===== src/rtl/uart_pkg.sv =====
// -----------------------------------------------------------------------------
// uart_pkg
// Definitions shared by the UART transmit and receive paths:
//   - uart_state_e : frame FSM state encoding (IDLE/START/DATA/STOP)
//   - OS_TICKS     : oversample ticks per bit
//   - SB_TICK_*    : supported stop-bit lengths, in oversample ticks
//   - sb_tick_legal: true when a stop-bit length is one of the supported values
// -----------------------------------------------------------------------------
package uart_pkg;

    typedef enum logic [1:0] {
        IDLE  = 2'b00,
        START = 2'b01,
        DATA  = 2'b10,
        STOP  = 2'b11
    } uart_state_e;

    localparam int OS_TICKS = 16;

    localparam int SB_TICK_1   = 16;  // 1 stop bit
    localparam int SB_TICK_1P5 = 24;  // 1.5 stop bits
    localparam int SB_TICK_2   = 32;  // 2 stop bits

    function automatic logic sb_tick_legal(input int sb_tick);
        return (sb_tick == SB_TICK_1) || (sb_tick == SB_TICK_1P5) || (sb_tick == SB_TICK_2);
    endfunction

endpackage


===== src/rtl/baud_tick_gen.sv =====
// -----------------------------------------------------------------------------
// baud_tick_gen
// Oversample tick generator. The count runs 0..DVSR-1 and tick is high for the
// single cycle in which the count equals DVSR-1.
//   CLK   in  system clock
//   RESET in  asynchronous reset, active low
//   clr   in  holds the count at 0 while high
//   tick  out one-cycle oversample tick
// -----------------------------------------------------------------------------
module baud_tick_gen #(
    parameter int DVSR     = 163,
    parameter int DVSR_BIT = 8
) (
    input  logic CLK,
    input  logic RESET,
    input  logic clr,
    output logic tick
);

    logic [DVSR_BIT-1:0] count_q;
    logic [DVSR_BIT-1:0] count_d;

    assign tick = (count_q == DVSR_BIT'(DVSR - 1));

    always_comb begin
        if (clr || tick) begin
            count_d = '0;
        end else begin
            count_d = count_q + DVSR_BIT'(1);
        end
    end

    // NOTE: state registers use non-blocking assignment so every flop samples
    // the pre-edge value of its inputs, independent of process ordering.
    always_ff @(posedge CLK or negedge RESET) begin
        if (!RESET) begin
            count_q <= '0;
        end else begin
            count_q <= count_d;
        end
    end

endmodule


===== src/rtl/fifo_uart_tx.sv =====
// -----------------------------------------------------------------------------
// fifo_uart_tx
// UART transmitter draining a byte FIFO. When the FIFO is non-empty in IDLE it
// captures the head word, pulses fifo_rd once and sends one start bit, DBIT data
// bits LSB first and SB_TICK oversample ticks of stop level on tx.
//   CLK         in  system clock
//   RESET       in  asynchronous reset, active low
//   fifo_empty  in  FIFO empty flag (only looked at in IDLE)
//   fifo_r_data in  FIFO head word
//   fifo_rd     out one-cycle pop strobe, high in the first start-bit cycle
//   tx          out serial line, idles high, driven from a flop
//   tx_busy     out high while a frame is in progress
//   tx_done     out one-cycle pulse in the first IDLE cycle after a frame
// -----------------------------------------------------------------------------
module fifo_uart_tx
    import uart_pkg::*;
#(
    parameter int DBIT     = 8,
    parameter int SB_TICK  = 16,
    parameter int DVSR     = 163,
    parameter int DVSR_BIT = 8
) (
    input  logic            CLK,
    input  logic            RESET,
    input  logic            fifo_empty,
    input  logic [DBIT-1:0] fifo_r_data,
    output logic            fifo_rd,
    output logic            tx,
    output logic            tx_busy,
    output logic            tx_done
);

    localparam int NW = (DBIT > 1) ? $clog2(DBIT) : 1;

    uart_state_e     state_q, state_d;
    logic [4:0]      s_q, s_d;
    logic [NW-1:0]   n_q, n_d;
    logic [DBIT-1:0] shift_q, shift_d;
    logic            tx_q, tx_d;
    logic            rd_q, rd_d;
    logic            done_q, done_d;
    logic            tick;
    logic            baud_clr;

    // Holding the divider at 0 in IDLE aligns the first tick of every frame to
    // the capture edge, so each bit lasts exactly OS_TICKS*DVSR cycles.
    assign baud_clr = (state_q == IDLE);

    baud_tick_gen #(
        .DVSR     (DVSR),
        .DVSR_BIT (DVSR_BIT)
    ) u_baud_tick_gen (
        .CLK   (CLK),
        .RESET (RESET),
        .clr   (baud_clr),
        .tick  (tick)
    );

    // NOTE: every signal written here gets a default first, so no path leaves
    // a value unassigned and no latch is inferred.
    always_comb begin
        state_d = state_q;
        s_d     = s_q;
        n_d     = n_q;
        shift_d = shift_q;
        rd_d    = 1'b0;
        done_d  = 1'b0;

        unique case (state_q)
            IDLE: begin
                if (!fifo_empty) begin
                    shift_d = fifo_r_data;
                    s_d     = '0;
                    n_d     = '0;
                    rd_d    = 1'b1;
                    state_d = START;
                end
            end
            START: begin
                if (tick) begin
                    if (s_q == 5'(OS_TICKS - 1)) begin
                        s_d     = '0;
                        state_d = DATA;
                    end else begin
                        s_d = s_q + 5'd1;
                    end
                end
            end
            DATA: begin
                if (tick) begin
                    if (s_q == 5'(OS_TICKS - 1)) begin
                        s_d     = '0;
                        shift_d = shift_q >> 1;
                        if (n_q == NW'(DBIT - 1)) begin
                            state_d = STOP;
                        end else begin
                            n_d = n_q + NW'(1);
                        end
                    end else begin
                        s_d = s_q + 5'd1;
                    end
                end
            end
            STOP: begin
                if (tick) begin
                    if (s_q == 5'(SB_TICK - 1)) begin
                        s_d     = '0;
                        done_d  = 1'b1;
                        state_d = IDLE;
                    end else begin
                        s_d = s_q + 5'd1;
                    end
                end
            end
            default: state_d = IDLE;
        endcase

        // tx is registered from the next state so the line changes on the same
        // edge as the state and never glitches.
        tx_d = 1'b1;
        unique case (state_d)
            START:   tx_d = 1'b0;
            DATA:    tx_d = shift_d[0];
            default: tx_d = 1'b1;
        endcase
    end

    always_ff @(posedge CLK or negedge RESET) begin
        if (!RESET) begin
            state_q <= IDLE;
            s_q     <= '0;
            n_q     <= '0;
            shift_q <= '0;
            tx_q    <= 1'b1;
            rd_q    <= 1'b0;
            done_q  <= 1'b0;
        end else begin
            state_q <= state_d;
            s_q     <= s_d;
            n_q     <= n_d;
            shift_q <= shift_d;
            tx_q    <= tx_d;
            rd_q    <= rd_d;
            done_q  <= done_d;
        end
    end

    assign fifo_rd = rd_q;
    assign tx      = tx_q;
    assign tx_done = done_q;
    assign tx_busy = (state_q != IDLE);

endmodule


===== config.mk =====
export PLATFORM = sky130hd
export DESIGN_NAME = fifo_uart_tx
export DESIGN_NICKNAME = d
export VERILOG_FILES = /design/src/rtl/uart_pkg.sv /design/src/rtl/baud_tick_gen.sv /design/src/rtl/fifo_uart_tx.sv
export SDC_FILE = /design/constraint.sdc
export NUM_CORES = 1
export LEC_CHECK = 0
export CAP_MARGIN = 20
export CORE_MARGIN = 2
export CORE_UTILIZATION = 55
export CTS_BUF_LIST = sky130_fd_sc_hd__clkbuf_8
export DETAILED_ROUTE_END_ITERATION = 6
export PLACE_DENSITY = 0.75
export RECOVER_POWER = 50
export SYNTH_ARGS = -nofsm -noshare
export SYNTH_HDL_FRONTEND = slang
export SYNTH_SLANG_ARGS = --single-unit
export TNS_END_PERCENT = 20

===== constraint.sdc =====
create_clock -name CLK -period 5.7 [get_ports CLK]
set_input_delay 1.14 -clock CLK [delete_from_list [all_inputs] [get_ports CLK]]
set_output_delay 1.14 -clock CLK [all_outputs]
set_load 0.02 [all_outputs]

==> Yosys cells after proc, flatten, opt, wreduce, memory -nomap -nowiden <==
Index checks and enable logic that the tools add are counted.
{ "classes": {"addsub": 3, "n_eq_ne": 13, "n_mux": 29, "reduce_logical": 8} }
{ "op_table": {"columns": ["cell", "n"], "rows": [
  ["$mux 8", 4],
  ["$mux 2", 8],
  ["$pmux 8 s2", 1],
  ["$mux 5", 3],
  ["$mux 3", 4],
  ["$pmux 5 s2", 1],
  ["$add 8x1->8 const B", 1],
  ["$eq 8x8->1 const B", 1],
  ["$pmux 2 s4", 1],
  ["$eq 2x2->1 const B", 3],
  ["$ne 2x2->1 const B", 3],
  ["$pmux 3 s2", 1],
  ["$add 5x1->5 const B", 1],
  ["$eq 5x4->1 const B", 1],
  ["$mux 1", 5],
  ["$reduce_and 5->1", 1],
  ["$eq 2x1->1 const B", 2],
  ["$ne 2x1->1 const B", 2],
  ["$reduce_and 4->1", 1],
  ["$reduce_bool 2->1", 2],
  ["$add 3x1->3 const B", 1],
  ["$eq 3x3->1 const B", 1],
  ["$reduce_or 3->1", 1],
  ["$logic_not 2->1", 1],
  ["3 further kinds", 3]
]} }
{ "totals": {"regBits": 29, "in_bits": 11, "out_inout_bits": 4, "word_cells": 62} }

==> Longest topological paths before layout <==
Gate-level depths: netlist of run 1.
{ "logic_depth": {"word_depth": 7, "ltp_mapped": 8, "ltp_nobuf": 7} }

==> Hierarchy <==
Synthesis of run 1 repeated with hierarchy kept, for this count alone.
{ "hier_totals": {"cells_unflattened": 138, "hier_area_um2": 1535.2} }
{ "by_module_without_submodules": {"columns": ["module", "n_inst", "cells_each", "area_per_inst_um2", "seq_area_each_um2"], "rows": [
  ["fifo_uart_tx", 1, 95, 1109.8, 526.8],
  ["baud_tick_gen", 1, 43, 425.4, 200.2]
]} }

==> Worst setup path after synthesis of run 1 <==
No wires, ideal clock.
{ "synth_path": {"path_type": "input to register", "from": "input port fifo_empty", "to": "register n_q[0]", "setup_ns": 0.125, "t_arrival_ns": 2.220, "required_ns": 5.575, "path_slack_ns": 3.355, "path_stages": 5, "path_buffers": 1, "cell_sequence": "or3_1 a22o_1 buf_6 a21o_1 mux2_4"} }
{ "synth_between": {"elab_chain_len": 2} }
{ "synth_lines": {"columns": ["element", "line_no", "source"], "rows": [
  ["start, declared", "fifo_uart_tx.sv:25", "input logic fifo_empty,"],
  ["$ne 2x2->1 (no source line)", null, null],
  ["$reduce_and 5->1 (no source line)", null, null],
  ["end signal, assigned", "fifo_uart_tx.sv:140", "n_q <= n_d;"],
  ["end, declared", "fifo_uart_tx.sv:37", "logic [NW-1:0] n_q, n_d;"]
]} }
No other way between the ends.
A chain may end at the register's enable or synchronous reset.

==> Worst setup path in the final report of run 1 <==
{ "layout_path": {"from": "register state_q[0]", "to": "output port tx_busy"} }
{ "layout_between": {"elab_chain_len": 1} }
{ "layout_lines": {"columns": ["element", "line_no", "source"], "rows": [
  ["start, declared", "fifo_uart_tx.sv:35", "uart_state_e state_q, state_d;"],
  ["start signal, assigned", "fifo_uart_tx.sv:138", "state_q <= state_d;"],
  ["$reduce_bool 2->1", "fifo_uart_tx.sv:151", "assign tx_busy = (state_q != IDLE);"],
  ["end, declared", "fifo_uart_tx.sv:29", "output logic tx_busy,"]
]} }
No other way between the ends.

==> flow_summary.yaml, run 1 <==
clock_network:
  tritoncts_num_sinks: 29
  cts_tree: "done"
  cts-resized-gates: 0
  clk_pin_slew_worst_paths_ps: 60
  cts_hold_buffers: 0
  ctsHtreeMaxLevel: 2
  clock_insertion_delay_worst_skew_ps: 270
  postCtsSetupRepairBufs: 0
  root_buffer: "sky130_fd_sc_hd__clkbuf_8"
  cts_inserted_buffers: 5
  cts.path.max_buffers: 2
cells_and_area:
  share_of_post_route_cells_with_drive_strength_above_1: 0.0759
  finalNonFillerCells: 173
  num-fill-cells: 178
  areaGrowthSynthToFinish_pct: 19.5
  antenna_cells_inserted: 0
  fin_nets: 160
global_route:
  antenna_violations_before_repair: 0
  grt.met3_usage: 0.0593
  global_route.usage.met2: 0.356
  gr-usage-met1: 0.265
  grt_start_max_net_pins: 30
  grt_pass1_wl_mm: 4.31
  globalRoute.busiestLayer: "met2"
  globalRouteTotalUtil: 0.214
  grt_overflow: 0
  first_global_vias: 1010
route:
  routed_wire_length_per_instance_um: 13.7
  antenna_violating_nets_left: 0
  drt-total-wl_mm: 2.38
  detail_route.iter0.violations: 13
  vias: 973
  firstDrtPassIters: 4
  post-route-drc-count: 0
  routed_via_density: 5.62
hold_path:
  worst_hold_path_type: "reg -> reg"
  holdPathStages: 2
  hold_path_end: "shift_q[2]"
  hold_path.startpoint: "shift_q[2]"
worst_setup_path:
  cp_max_fo: 7
  crit-reg2reg-launch: "u_baud_tick_gen.count_q[0]"
  crit_required_ps: 4560
  crit_type: "reg -> out"
  critical_path.startpoint_type: "register"
  setup.worst_path.end_class: "output port"
  worstPathCellList: "nor2_1 -> inv_1 -> clkdlybuf4s50_1"
  critical_path.reg2reg.endpoint: "n_q[0]"
  cpMaxStageDelayCell: "sky130_fd_sc_hd__clkdlybuf4s50_1"
  r2r_slack_ps: 3460
  ff2ff_path_depth: 7
  crit_path_max_incr_delay_ps: 550
  worstPathArrival_ps: 1720
logic_synthesis:
  synth_top_cell_area_share: 0.525
  synth-edff-count: 0
  cell_with_the_most_instances_after_synthesis: "sky130_fd_sc_hd__dfrtp_1"
  synth.area.top_cells: "sky130_fd_sc_hd__dfrtp_1, sky130_fd_sc_hd__ha_1, sky130_fd_sc_hd__nand2_1, sky130_fd_sc_hd__nor2_1, sky130_fd_sc_hd__a22oi_1"
  synth-async-reset-ratio: 1.00
  post_synth_num_cell_types: 34
  synthesis.nets: 141
  synth_top_cells_by_count: "sky130_fd_sc_hd__dfrtp_1, sky130_fd_sc_hd__nand2_1, sky130_fd_sc_hd__nor2_1"
  yosysWarningCount: 0
  syn-cell-area_um2: 1340
  fraction_of_the_yosys_area_taken_by_sequential_cells: 0.545
  synthesis.area_per_instance_um2: 10.7
  post_synth_top_flop: "sky130_fd_sc_hd__dfrtp_1"
  postSynthCellCount: 125
  synthesis_stage_register_bit_count: 29
  cell_accounting_for_the_most_synthesized_area: "sky130_fd_sc_hd__dfrtp_1"
floorplan:
  horizontal_die_dimension_um: 53.3
  floorplan.rows: 17
  design.die.area_um2: 2840
  floorplan.initialDensity: 0.592
  dieHeight_um: 53.3
  core_area_um2: 2250
  design.portCount: 15
sta:
  finalWorstPathRequiredPeriod_ps: 2860
  finalHoldViolCount: 0
  fin_skew_ps: 7.27
  final_max_slew_viol_count: 0
  rsz0062_at_grt: "false"
  tns_ps: 0
  relSlewSlack: 0.0125
  setup-violations-final: 0
  fin_crit_sh: 0.501
  tightest_slew_ps: 1480
  max_clock_freq_ghz: 0.350
power_and_ir_drop:
  vdd_drop_max_mv: 0.211
  p_leak_nw: 0.743
  power_per_cell_area_nw_per_um2: 345
place:
  dpl.hpwl_mm: 1.65
  post-place-cells: 165
  portbufs: 14
  place.gp.congestion: 0.708
job:
  drv_cap: 0
run_status:
  run_status: "finished, final reports clean"
-- power by group --
| group | internal, W | switching (W) | total (W) |
|---|---|---|---|
| combinational | 0.0000412 | 0.0000498 | 0.0000910 |
| sequential | 0.000246 | 0.0000333 | 0.000280 |
| clock | 0.000109 | 0.0000716 | 0.000180 |
-- layer usage --
| metal | wire [µm] | share of wire |
|---|---|---|
| met5 | 0 | 0 |
| met4 | 9 | 0.0038 |
| met3 | 72 | 0.030 |
| met2 | 1210 | 0.51 |
| met1 | 1080 | 0.46 |
-- registers in the layout, summed over array words and instances (netlist names) --
| register | cells |
|---|---|
| tx_done | 1 |
| n_q | 3 |
| u_baud_tick_gen.count_q | 8 |
| fifo_rd | 1 |
| shift_q | 8 |
| state_q | 2 |
| tx | 1 |
| s_q | 5 |
-- kinds of logic after synthesis --
| group | count (synthesis) | synth area share |
|---|---|---|
| simple gates | 50 | 0.179 |
| flops | 29 | 0.545 |
| compound gates | 24 | 0.131 |
| xor+xnor | 7 | 0.0459 |
| buf+inv | 7 | 0.0262 |
| fa+ha+maj | 5 | 0.0469 |
| mux | 3 | 0.0262 |
-- metrics by stage --
stage / setup slack, ps / hold WS (ps) / total power, W / util / instance area [µm²]
floorplan: 3350 / 438 / 0.000344 / - / 1340
global placement: 2900 / 455 / 0.000368 / 0.664 / 1500
detailed placement: 2870 / 456 / 0.000374 / 0.664 / 1500
CTS: 2830 / 476 / 0.000560 / 0.709 / 1600
global route: 2700 / 503 / 0.000589 / 0.708 / 1600
finish: 2840 / 472 / 0.000551 / 0.708 / 1600
-- area by class of cell --
type	instances	area [µm²]	share of cell area
inverters	4	15.0	0.00941
flip-flops and latches	29	727	0.456
clock inverters	1	5.00	0.00314
repair buffers	15	144	0.0902
multi-input cells	89	573	0.359
well taps	28	35.0	0.0220
clock buffers	7	96.3	0.0604
-- worst max-delay path by stage --
stage,from,endpoint,slack [ps],cells past startpoint
floorplan,fifo_empty,n_q[0],3350,5
global placement,fifo_empty,n_q[0],2900,5
detailed placement,fifo_empty,n_q[0],2870,5
CTS,state_q[0],tx_busy,2830,3
global route,RESET,n_q[1],2700,2
finish,state_q[0],tx_busy,2840,3
-- critical path, delay by kind of cell (launching register included) --
family | cells | cell delay (ps)
AND/OR/NAND/NOR | 1 | 370
buffers and inverters | 2 | 650
flip-flops | 1 | 430
-- placed cells by master, fill, tap and decap left out, types with 2 or more instances in the layout --
master / Yosys / layout
sky130_fd_sc_hd__xor2_1: 5 / 5
sky130_fd_sc_hd__clkdlybuf4s50_1: 0 / 13
sky130_fd_sc_hd__nor3_1: 2 / 2
sky130_fd_sc_hd__nand3_1: 6 / 6
sky130_fd_sc_hd__dfrtp_1: 28 / 28
sky130_fd_sc_hd__mux2i_1: 2 / 2
sky130_fd_sc_hd__a22oi_1: 6 / 6
sky130_fd_sc_hd__o311ai_0: 2 / 2
sky130_fd_sc_hd__xnor2_1: 2 / 2
sky130_fd_sc_hd__o21ai_0: 4 / 4
sky130_fd_sc_hd__ha_1: 5 / 5
sky130_fd_sc_hd__clkbuf_8: 0 / 7
sky130_fd_sc_hd__nand4b_1: 2 / 2
sky130_fd_sc_hd__and3_1: 4 / 4
sky130_fd_sc_hd__nor2_1: 13 / 13
sky130_fd_sc_hd__inv_1: 4 / 4
sky130_fd_sc_hd__or3_1: 3 / 3
sky130_fd_sc_hd__nand2_1: 16 / 16
sky130_fd_sc_hd__a22o_1: 4 / 4
Power figures use the tool's default switching activity.
==> run 2, diff against run 1 <==
CORE_UTILIZATION = 52   (was 55)
clock period = 2.3 ns   (was 5.7 ns; I/O delays follow)
==> run 2 against run 1 <==
Effect of this change:
- wire length grew 12%
- clock skew shrank 4.5 ps
- count of clock-buffer cells in the layout shrank 1
- via count grew 5.2%
- critical endpoint is now n_q[0]
- die area grew 5.3%
- global-route usage grew 0.17 points
- first-iteration DRC count grew 120%
==> flow_summary.yaml, run 2 (synthesized netlist as in run 1, its figures left out) <==
cells_and_area:
  layout.core_utilization: 0.665
  largest_registers: "shift_q: 8 flops, u_baud_tick_gen.count_q: 8 flops, s_q: 5 flops"
  final_area_um2: 1630
  multi_input_comb_area_um2: 573
  areaGrowthSynthToFinish_pct: 22.3
  ff_latch_area_um2: 727
  antenna_cells_inserted: 0
  share_of_post_route_cells_with_drive_strength_above_1: 0.106
  fin_nets: 167
  num-fill-cells: 182
  mostFrequentLayoutCell: "sky130_fd_sc_hd__dfrtp_1"
  layout_common_cells: "sky130_fd_sc_hd__dfrtp_1, sky130_fd_sc_hd__nand2_1, sky130_fd_sc_hd__nor2_1, sky130_fd_sc_hd__clkdlybuf4s50_1"
route:
  firstDrtPassIters: 4
  detail_route.iter0.violations: 28
  routed_wire_length_per_instance_um: 14.7
  vias: 1024
  antenna_violating_nets_left: 0
  post-route-drc-count: 0
  drt-total-wl_mm: 2.67
  routed_via_density: 5.66
worst_setup_path:
  worstPathArrival_ps: 2270
  critical_path.reg2reg.endpoint: "n_q[0]"
  crit_required_ps: 2460
  ff2ff_path_depth: 7
  startpoint: "u_baud_tick_gen.count_q[0]"
  crit-reg2reg-launch: "u_baud_tick_gen.count_q[0]"
  endpoint: "n_q[0]"
  cp_max_fo: 9
  setup.worst_path.end_class: "register"
  r2r_slack_ps: 190
  crit_type: "reg -> reg"
  critical_path.startpoint_type: "register"
sta:
  fin_ws_ps: 194
  final_max_slew_viol_count: 0
  finalWorstPathRequiredPeriod_ps: 2110
  finalHoldViolCount: 0
  fin_crit_sh: 0.916
  fin_skew_ps: 2.75
  rsz0062_at_grt: "false"
  tns_ps: 0
  tightest_slew_ps: 697
  max_clock_freq_ghz: 0.475
  relSlewSlack: 0.535
  setup-violations-final: 0
floorplan:
  floorplan.initialDensity: 0.544
  design.portCount: 15
  dieHeight_um: 54.7
  horizontal_die_dimension_um: 54.7
  floorplan.rows: 18
  design.die.area_um2: 2990
  core_area_um2: 2450
power_and_ir_drop:
  p_leak_nw: 0.771
  vdd_drop_max_mv: 0.593
  power_per_cell_area_nw_per_um2: 828
clock_network:
  cts-resized-gates: 0
  clk_pin_slew_worst_paths_ps: 60
  postCtsSetupRepairBufs: 0
  tritoncts_num_sinks: 29
  cts.path.max_buffers: 2
  cts_hold_buffers: 0
  ctsHtreeMaxLevel: 2
  clock_insertion_delay_worst_skew_ps: 280
  root_buffer: "sky130_fd_sc_hd__clkbuf_8"
  cts_inserted_buffers: 5
  cts_tree: "done"
global_route:
  grt_overflow: 0
  antenna_violations_before_repair: 0
  globalRouteTotalUtil: 0.216
  grt_start_max_net_pins: 30
  grt_pass1_wl_mm: 4.37
  first_global_vias: 1012
place:
  place.gp.congestion: 0.861
  portbufs: 14
  place_worst_setup_slack_ps: 158
  dpl.hpwl_mm: 1.90
  place_area_um2: 1550
job:
  drv_cap: 0
hold_path:
  worst_hold_path_type: "reg -> reg"
run_status:
  run_status: "finished, final reports clean"
## run 2: cell count changes in the layout (fill, tap and decap cells not counted)
cell / delta
sky130_fd_sc_hd__clkbuf_8: -1
sky130_fd_sc_hd__clkbuf_2: +1
sky130_fd_sc_hd__inv_1: +1
sky130_fd_sc_hd__buf_4: +6
sky130_fd_sc_hd__clkinv_2: -1
## run 2: stage by stage
| step | instances | power, W | hold slack [ps] |
|---|---|---|---|
| floorplan | 125 | 0.000851 | 164 |
| global placement | 174 | 0.000941 | 456 |
| detailed placement | 174 | 0.000954 | 466 |
| CTS | 181 | 0.00137 | 480 |
| global route | 181 | 0.00143 | 499 |
| finish | 181 | 0.00135 | 476 |
## run 2: cell type report
cell class	count	area share
multi-input cells	89	0.351
clock inverters	1	0.00230
flip-flops and latches	29	0.445
inverters	4	0.00920
repair buffers	22	0.119
clock buffers	6	0.0506
well taps	30	0.0230
## run 2: worst min-delay path by stage
stage                from         end  slack, ps  cells after the start
6_report       shift_q[3]  shift_q[3]        480                      2
5_1_grt            s_q[4]      s_q[4]        500                      1
4_1_cts        shift_q[3]  shift_q[3]        480                      2
3_5_place_dp   shift_q[1]  shift_q[1]        470                      2
3_3_place_gp   shift_q[4]  shift_q[4]        460                      2
2_1_floorplan       RESET     fifo_rd        160                      0
## run 2: critical path, cell delays in order, from the launching register on
cell                       delay [ps]
sky130_fd_sc_hd__dfrtp_1          430
sky130_fd_sc_hd__inv_1             90
sky130_fd_sc_hd__ha_1             140
sky130_fd_sc_hd__nand4b_1         140
sky130_fd_sc_hd__or3_1            420
sky130_fd_sc_hd__a22o_1           300
sky130_fd_sc_hd__a21o_1           220
sky130_fd_sc_hd__mux2_4           260
## run 2: where the power goes
part / switching [W] / leakage, nW / total [W] / internal [W]
Clock: 0.000172 / 0.0485 / 0.000403 / 0.000232
Sequential: 0.0000849 / 0.375 / 0.000695 / 0.000610
Combinational: 0.000135 / 0.347 / 0.000254 / 0.000119
Total: 0.000392 / 0.771 / 0.00135 / 0.000961
## run 2: per-layer routing
layer | up-vias | part of all wire | GRT usage
met3 | 5 | 0.034 | 0.0574
met1 | 506 | 0.46 | 0.261
li1 | 496 | - | -
met5 | - | 0 | 0
met4 | 0 | 0.018 | 0.133
met2 | 17 | 0.48 | 0.341
==> run 3, diff against run 2 <==
CORE_UTILIZATION = 55   (was 52)
PLACE_DENSITY = 0.74   (was 0.75)
SYNTH_HIERARCHICAL = 1   (was not set)
clock period = 2.2 ns   (was 2.3 ns; I/O delays follow)
==> run 3 against run 2 <==
Effect of this change:
- synthesized area is 15% higher
- via count is 9.4% higher
- first-iteration DRC count stayed put
==> flow_summary.yaml, run 3 <==
worst_setup_path:
  cp_max_fo: 10
  critical_path.reg2reg.endpoint: "shift_q[1]"
  worst_path_bufs_invs: 2
  r2r_slack_ps: 190
  crit_type: "reg -> out"
  worstPathArrival_ps: 1580
  critical_path.startpoint_type: "register"
  setup.worst_path.end_class: "output port"
  startpoint: "state_q[1]"
  ff2ff_path_depth: 8
  crit-reg2reg-launch: "u_baud_tick_gen/count_q[0]"
  cell_family_contributing_the_most_delay_on_the_critical_path: "buffers and inverters"
  crit_path_max_incr_delay_ps: 590
  crit_required_ps: 1760
  worstPathCellList: "nor2_1 -> inv_2 -> clkdlybuf4s50_1"
  cpMaxStageDelayCell: "sky130_fd_sc_hd__clkdlybuf4s50_1"
sta:
  tightest_slew_ps: 696
  finalWorstPathRequiredPeriod_ps: 2020
  setup-violations-final: 0
  tns_ps: 0
  fin_crit_sh: 0.920
  fin_skew_ps: 6.48
  relSlewSlack: 0.536
  final_max_slew_viol_count: 0
  finalHoldViolCount: 0
  max_clock_freq_ghz: 0.494
  rsz0062_at_grt: "false"
power_and_ir_drop:
  p_leak_nw: 0.818
  total_switching_power_w: 0.000423
  power_switching_share: 0.287
  power_per_cell_area_nw_per_um2: 808
  vdd_drop_max_mv: 0.741
  share_clk_of_total_power: 0.325
  comb_power_share: 0.173
  seq_power_share: 0.502
  internal_power_w: 0.00105
cells_and_area:
  multi_input_comb_area_um2: 739
  num-fill-cells: 215
  largest_registers: "shift_q: 8 flops, u_baud_tick_gen/count_q: 8 flops, s_q: 5 flops"
  fin_nets: 176
  areaGrowthSynthToFinish_pct: 18.6
  mostFrequentLayoutCell: "sky130_fd_sc_hd__dfrtp_1"
  layout_common_cells: "sky130_fd_sc_hd__dfrtp_1, sky130_fd_sc_hd__nand2_1, sky130_fd_sc_hd__clkdlybuf4s50_1, sky130_fd_sc_hd__nor2_1"
  ff_latch_area_um2: 727
  final_area_um2: 1820
  share_of_post_route_cells_with_drive_strength_above_1: 0.211
  antenna_cells_inserted: 0
floorplan:
  floorplan.rows: 19
  horizontal_die_dimension_um: 56.8
  design.portCount: 15
  core_area_um2: 2710
  floorplan.initialDensity: 0.566
  design.die.area_um2: 3230
  dieHeight_um: 56.8
logic_synthesis:
  synthesis_stage_register_bit_count: 29
  post_synth_num_cell_types: 47
  cell_with_the_most_instances_after_synthesis: "sky130_fd_sc_hd__dfrtp_1"
  synth_top_cell_area_share: 0.456
  synth-async-reset-ratio: 1.00
  postSynthCellCount: 138
  synth-edff-count: 0
  synthesis.area_per_instance_um2: 11.1
  synth.area.top_cells: "sky130_fd_sc_hd__dfrtp_1, sky130_fd_sc_hd__a221o_1, sky130_fd_sc_hd__ha_1, sky130_fd_sc_hd__nand2_1, sky130_fd_sc_hd__and2_2"
  synth_top_cells_by_count: "sky130_fd_sc_hd__dfrtp_1, sky130_fd_sc_hd__nand2_1, sky130_fd_sc_hd__nor2_1"
  yosysWarningCount: 6
  fraction_of_the_yosys_area_taken_by_sequential_cells: 0.474
  post_synth_top_flop: "sky130_fd_sc_hd__dfrtp_1"
  synthesis.nets: 154
  cell_accounting_for_the_most_synthesized_area: "sky130_fd_sc_hd__dfrtp_1"
  syn-cell-area_um2: 1540
route:
  vias: 1120
  post-route-drc-count: 0
  routed_via_density: 5.83
  drt-total-wl_mm: 2.76
  routed_wire_length_per_instance_um: 14.4
  detail_route.iter0.violations: 28
  firstDrtPassIters: 4
  antenna_violating_nets_left: 0
clock_network:
  cts.path.max_buffers: 2
  clock_insertion_delay_worst_skew_ps: 280
  postCtsSetupRepairBufs: 0
  root_buffer: "sky130_fd_sc_hd__clkbuf_8"
  cts_hold_buffers: 0
  ctsHtreeMaxLevel: 2
  clk_pin_slew_worst_paths_ps: 60
  tritoncts_num_sinks: 29
  cts_tree: "done"
  cts_inserted_buffers: 5
place:
  portbufs: 14
  dpl.hpwl_mm: 1.96
  place.gp.congestion: 0.764
  place_area_um2: 1720
job:
  drv_cap: 0
global_route:
  grt_start_max_net_pins: 30
  first_global_vias: 1142
  grt_pass1_wl_mm: 4.89
  antenna_violations_before_repair: 0
  grt_overflow: 0
  globalRouteTotalUtil: 0.200
hold_path:
  hold_path_end: "n_q[0]"
  hold_path.startpoint: "n_q[0]"
  worst_hold_path_type: "reg -> reg"
  holdPathStages: 1
run_status:
  run_status: "finished, final reports clean"
-- run 3: layout make-up --
| type | instances | share of cell area |
|---|---|---|
| Clock buffer | 7 | 0.0529 |
| Clock inverter | 1 | 0.00275 |
| Inverter | 5 | 0.0172 |
| Multi-Input combinational cell | 99 | 0.406 |
| Sequential cell | 29 | 0.399 |
| Tap cell | 31 | 0.0213 |
| Timing Repair Buffer | 20 | 0.100 |
-- run 3: worst max-delay path by stage --
stage,endpoint,slack [ps],depth (start not counted)
6_report,tx_busy,180,3
5_1_grt,tx,40,9
4_1_cts,shift_q[1],20,8
3_5_place_dp,shift_q[4],70,8
3_3_place_gp,tx,110,9
2_1_floorplan,tx,150,10
-- run 3: power groups by stage --
stage | clock (W) | combinational, W | sequential [W]
6_report | 0.000478 | 0.000255 | 0.000739
5_1_grt | 0.000515 | 0.000285 | 0.000755
4_1_cts | 0.000498 | 0.000250 | 0.000727
3_5_place_dp | 0 | 0.000247 | 0.000734
3_3_place_gp | 0 | 0.000237 | 0.000729
2_1_floorplan | 0 | 0.000162 | 0.000716
-- run 3: cell families (layout without fill, tap and decap cells) --
logic type | count (synthesis) | in the layout | synth area share
buffers and inverters | 10 | 33 | 0.0489
DFF | 29 | 29 | 0.474
adders and majority gates | 5 | 5 | 0.0407
muxes | 3 | 3 | 0.0204
xor gates and xnor gates | 4 | 4 | 0.0228
and+or+nand+nor | 56 | 56 | 0.214
AOI/OAI and AO/OA | 31 | 31 | 0.179
-- run 3: metal layers --
| metal | up-vias | global-route usage | wire length, µm |
|---|---|---|---|
| met1 | 544 | 0.255 | 1340 |
| met3 | 2 | 0.0645 | 105 |
| met4 | 0 | 0.0797 | 17 |
| met5 | - | 0 | 0 |
| li1 | 546 | - | - |
| met2 | 28 | 0.316 | 1300 |
-- run 3: stage by stage --
stage	total power (W)	setup WS (ps)	hold slack, ps	utilization	std cells
3_3_place_gp	0.000966	115	472	0.633	184
4_1_cts	0.00147	15.9	504	0.670	192
5_1_grt	0.00156	40.7	527	0.672	192
2_1_floorplan	0.000878	148	144	-	138
3_5_place_dp	0.000982	69.2	496	0.633	184
6_report	0.00147	176	494	0.672	192
-- run 3: repair_timing --
action                                  4_1_cts  5_1_grt
endpoints found under the setup margin        0       15
hold endpoints to repair                      0        0
gates resized for setup                       0        3
